==> src/rtl/fir_coeff_bank_pkg.sv <==
// Shared definitions for the FIR coefficient bank: the load/swap FSM encoding.
package fir_coeff_bank_pkg;

    // IDLE: no load pending; LOAD: accepting beats; SWAP_WAIT: full set held, waiting for clken.
    typedef enum logic [1:0] {
        IDLE      = 2'd0,
        LOAD      = 2'd1,
        SWAP_WAIT = 2'd2
    } state_t;

endpackage

==> src/rtl/fir_coeff_reg.sv <==
// One tap of the coefficient bank: a shadow register written by the load port
// and an active register that copies the shadow only when swap is asserted.
module fir_coeff_reg #(
    parameter int W = 12
) (
    input  logic         clk,
    input  logic         reset,
    input  logic         wr_en,
    input  logic [W-1:0] din,
    input  logic         swap,
    output logic [W-1:0] dout
);

    logic [W-1:0] shadow;

    // Shadow captures load beats; active follows shadow only on a swap edge.
    always_ff @(posedge clk) begin
        if (!reset) begin
            shadow <= '0;
            dout   <= '0;
        end else begin
            if (wr_en) begin
                shadow <= din;
            end
            if (swap) begin
                dout <= shadow;
            end
        end
    end

endmodule

==> src/rtl/fir_coeff_bank.sv <==
// Coefficient store for the serial-MAC FIR: loads a full set into a shadow bank
// and swaps it into the active bank in a single clken-qualified edge, so the
// FIR never sees a partially updated set.
//
// Load handshake: a beat transfers on any posedge where load_valid and
// load_ready are both 1. load_ready depends on the FSM state only (never on
// load_valid); an edge that also carries abort or load_start drops the beat.
module fir_coeff_bank
    import fir_coeff_bank_pkg::*;
#(
    parameter int COEFF_NUM  = 16,
    parameter int COEFF_BITS = 12,
    parameter int CNT_BITS   = 4
) (
    input  logic                            clk,
    input  logic                            reset,
    input  logic                            clken,
    input  logic                            load_start,
    input  logic                            abort,
    input  logic                            load_valid,
    input  logic [COEFF_BITS-1:0]           load_data,
    output logic                            load_ready,
    output logic [COEFF_NUM*COEFF_BITS-1:0] coeffs,
    output logic                            busy,
    output logic                            done,
    output logic                            err,
    output logic [1:0]                      state
);

    localparam logic [CNT_BITS-1:0] LAST_INDEX = CNT_BITS'(COEFF_NUM - 1);

    state_t              fsm_state;
    logic [CNT_BITS-1:0] index;
    logic                beat;
    logic                swap;

    assign load_ready = (fsm_state == LOAD);
    assign busy       = (fsm_state != IDLE);
    assign state      = fsm_state;

    // abort and load_start both take priority over a beat on the same edge.
    assign beat = load_valid && load_ready && !abort && !load_start;
    // abort in SWAP_WAIT cancels the swap even when clken is high.
    assign swap = (fsm_state == SWAP_WAIT) && clken && !abort;

    // FSM, index counter and the registered done/err pulses.
    always_ff @(posedge clk) begin
        if (!reset) begin
            fsm_state <= IDLE;
            index     <= '0;
            done      <= 1'b0;
            err       <= 1'b0;
        end else begin
            done <= 1'b0;
            err  <= 1'b0;
            case (fsm_state)
                IDLE: begin
                    if (load_start) begin
                        fsm_state <= LOAD;
                        index     <= '0;
                    end
                end
                LOAD: begin
                    if (abort) begin
                        fsm_state <= IDLE;
                        index     <= '0;
                        err       <= 1'b1;
                    end else if (load_start) begin
                        index <= '0;
                        err   <= 1'b1;
                    end else if (load_valid) begin
                        if (index == LAST_INDEX) begin
                            fsm_state <= SWAP_WAIT;
                            index     <= '0;
                        end else begin
                            index <= index + 1'b1;
                        end
                    end
                end
                SWAP_WAIT: begin
                    if (abort) begin
                        fsm_state <= IDLE;
                        err       <= 1'b1;
                    end else if (clken) begin
                        fsm_state <= IDLE;
                        done      <= 1'b1;
                    end
                end
                default: begin
                    fsm_state <= IDLE;
                    index     <= '0;
                end
            endcase
        end
    end

    // One shadow/active pair per tap; the index decode selects the shadow written.
    for (genvar i = 0; i < COEFF_NUM; i++) begin : g_tap
        logic wr_en;
        assign wr_en = beat && (index == CNT_BITS'(i));
        fir_coeff_reg #(
            .W(COEFF_BITS)
        ) u_reg (
            .clk   (clk),
            .reset (reset),
            .wr_en (wr_en),
            .din   (load_data),
            .swap  (swap),
            .dout  (coeffs[i*COEFF_BITS +: COEFF_BITS])
        );
    end

endmodule

==> config.mk <==
export PLATFORM = sky130hd
export DESIGN_NAME = fir_coeff_bank
export DESIGN_NICKNAME = d
export VERILOG_FILES = /design/src/rtl/fir_coeff_bank_pkg.sv /design/src/rtl/fir_coeff_reg.sv /design/src/rtl/fir_coeff_bank.sv
export SDC_FILE = /design/constraint.sdc
export NUM_CORES = 1
export LEC_CHECK = 0
export ABC_CLOCK_PERIOD_IN_PS = 2200
export CORE_AREA = 8 8 176 178
export CTS_BUF_LIST = sky130_fd_sc_hd__clkbuf_4 sky130_fd_sc_hd__clkbuf_8 sky130_fd_sc_hd__clkbuf_16
export CTS_CLUSTER_SIZE = 16
export DETAILED_ROUTE_END_ITERATION = 8
export DIE_AREA = 0 0 184 186
export MAX_ROUTING_LAYER = met4
export PLACE_DENSITY = 0.8
export SYNTH_ARGS = -nofsm -noshare
export SYNTH_HDL_FRONTEND = slang
export SYNTH_SLANG_ARGS = --single-unit
==> constraint.sdc <==
create_clock -name clk -period 2.2 [get_ports clk]
set_clock_uncertainty 0.15 [all_clocks]
set_input_delay 0.22 -clock clk [delete_from_list [all_inputs] [get_ports clk]]
set_output_delay 0.22 -clock clk [all_outputs]
set_load 0.01 [all_outputs]
==> impl_metrics.tcl <==
set metrics [dict create \
    core_area_mm2 0.0282 \
    finalWorstPathRequiredPeriod_ps 2060 \
    die_area_mm2 0.0342 \
    io_buffer_count 215 \
    die_w_um 184 \
    slowest_stage "dfxtp_2" \
    cts.sinks 392 \
    clock_power_share_pct 45.9 \
    endpoint_kind "flip-flop" \
    slew_headroom_pct 62.9 \
    synth_edf_count 0 \
    drt_iter0_markers 593 \
    hold_ws_ps 105 \
    sw_frac_of_total_pct 20.9 \
    hold_class "in -> reg" \
    antenna_found_initial 0 \
    crit_fanout 12 \
    irDropWorstVdd_uv 623 \
    tightest_slew_ps 557 \
    track_usage_pct 22.3 \
    combPwrFrac_pct 3.5 \
    clk_pin_slew_ps 60 \
    synthFlopType "dfxtp_1" \
    start_kind "flip-flop" \
    postSynthCellCount 1541 \
    layout.nets 1752 \
    synth_nets 1567 \
    slew_viol_final 0 \
    p_per_area_mw_per_mm2 743 \
    synth_seq_area_share_pct 52.1 \
    avgViaCountPerCell 5.13 \
    crit_chain "inv_1, ha_1, and4bb_1, buf_12, buf_6, nand3_4, mux2i_1, nor2b_1" \
    grt_max_degree 103 \
    power.internal_uw 11100 \
    max_clock_freq_mhz 484 \
    final_layout_size_suffix_gt1_share_pct 7.42 \
    rsz0062_at_grt "false" \
    yosys_warnings 0 \
    drc 0 \
    h-tree-depth 2 \
    cts_max_path_buffers 3 \
    synthToLayoutAreaGrowth_pct 25.8 \
    post_drt_wl_per_cell_um 17.7 \
    cts_tree "done" \
    synth-seq-cells 392 \
    dp_hpwl_um 24100 \
    layout_common_cells "nand2_1, dfxtp_1, clkdlybuf4s50_1, nor2b_1, mux2i_1" \
    async_flop_share_pct 0 \
    cts_buffers 40 \
    leakagePower_uw 0.00766 \
    setup_viol 0 \
    drt_pre_antenna_iters 4 \
    synth_area_mm2 0.0151 \
    gp_congestion 0.783 \
    cts-root-buf "clkbuf_16" \
    timing_worst_setup_path_type "reg -> reg" \
    yosysUniqueCellTypes 34 \
    final_util_pct 67.1 \
    avgSynthCellArea_um2 9.77 \
    seq_power_share_pct 50.6 \
    final_common_cell "nand2_1" \
    post-route-period-util_pct 93.8 \
    wirelength_um 37900 \
    num_io_pins 216 \
    crit_buf_inv 3 \
    clock_latency_ps 520 \
    rrSetupSlack_ps 140 \
    grt_pass1_wl_um 59400 \
    max_stage_delay_ps 340 \
    grt_overflow 0 \
    ant_nets 0 \
    crit_arrival_ps 2320 \
    die_h_um 186 \
    diodes 0 \
    initial_core_util_pct 53.3 \
    fin_total_pwr_uw 14100 \
    via_count 10900 \
    final_hold_viol_count 0 \
    rows 62 \
    drv_cap 0 \
    status "finished clean" \
    critical_path_required_ps 2460 \
    cp_top_family "simple AND/OR/NAND/NOR gates" \
    grt_pass1_vias 11000 \
    switchingPower_uw 2930 \
]
[metal layers]
metal | vias to the layer above | routed length (µm) | global-route usage (%)
met5 | - | 0 | -
met4 | 0 | 1080 | 6.74
met3 | 65 | 2060 | 4.33
met2 | 260 | 17800 | 37.0
met1 | 5222 | 17000 | 27.2
li1 | 5397 | - | -
[state kept, by name, indices dropped and copies added, names as in the netlist]
name                count
index                   4
done                    1
state                   2
err                     1
g_tap.u_reg.shadow    192
g_tap.u_reg.dout      192
[cells by family after synthesis]
logic type / after synthesis / share of synthesized area, %
AO/OA/AOI/OAI: 206 / 10.3
adder cells (fa/ha/maj): 8 / 0.665
buffers and inverters: 125 / 4.12
flip-flops: 392 / 52.1
multiplexers: 193 / 12.8
AND/OR/NAND/NOR: 617 / 20.0
[power groups by stage]
stage                     clock network (µW)  logic (µW)  registers [µW]
final                                   6460         495            7120
after global routing                    6900         522            7120
after CTS                               6570         493            7120
after detailed placement                   0         495            7270
after global placement                     0         491            7270
after floorplan                            0         274            7270
[synth_stat cells (all sizes together) (2+ instances only)]
master  number  area [µm²]
and2         2        12.5
dfxtp      392        7850
ha           8         100
buf         52         347
nor2         3        13.8
and2b        2        15.0
nor3b        2        20.0
nand3       14         195
nand4        4        25.0
inv          7        26.3
nand2      391        1470
clkbuf      66         248
a21boi     195        1460
nor2b      194        1210
mux2i      193        1930
a21oi        2        10.0
o21ai        3        15.0
[final timing paths]
| check | from | cells past startpoint | to |
|---|---|---|---|
| setup / recovery | state[1]$_SDFFE_PN0P_ | 8 | g_tap[8].u_reg.shadow[3]$_SDFFE_PN0P_ |
| hold / removal | reset | 3 | err$_SDFF_PN0_ |
| setup reg to reg | state[1]$_SDFFE_PN0P_ | 8 | g_tap[8].u_reg.shadow[3]$_SDFFE_PN0P_ |
| hold reg to reg | g_tap[6].u_reg.dout[10]$_SDFFE_PN0P_ | 2 | g_tap[6].u_reg.dout[10]$_SDFFE_PN0P_ |
[through the flow]
stage	setup slack (ps)	instance area (µm²)	TNS, ps	cells
detailed placement	-4.09	17600	-4.09	2066
floorplan	195	15100	0	1541
global route	23.3	18900	0	2135
CTS	3.86	18900	0	2133
global placement	64.8	17600	0	2066
finish	135	18900	0	2135
[worst register-to-register path: stages, from the launching register on]
cell and delay, ps:
dfxtp_2 340, inv_1 100, ha_1 180, and4bb_1 250
buf_12 160, buf_6 200, nand3_4 240, mux2i_1 270
nor2b_1 80
[repair_timing]
action / in CTS / in global routing
gates cloned: 0 / 1
setup endpoints to repair: 2 / 9
endpoints found under the hold margin: 0 / 0
hold buffers: 0 / 0
pin swaps: 0 / 2
gates resized for setup: 3 / 3
setup buffers: 0 / 1
[final cells by class]
cell class / count / area, µm²
Fill cell: 2230 / 9300
Sequential cell: 392 / 7850
Multi-Input combinational cell: 1025 / 6610
Timing Repair Buffer: 260 / 2710
Clock buffer: 60 / 1210
Tap cell: 384 / 480
Clock inverter: 7 / 53.8
Inverter: 7 / 26.3
Note: power is estimated with default switching activity, not from simulation.
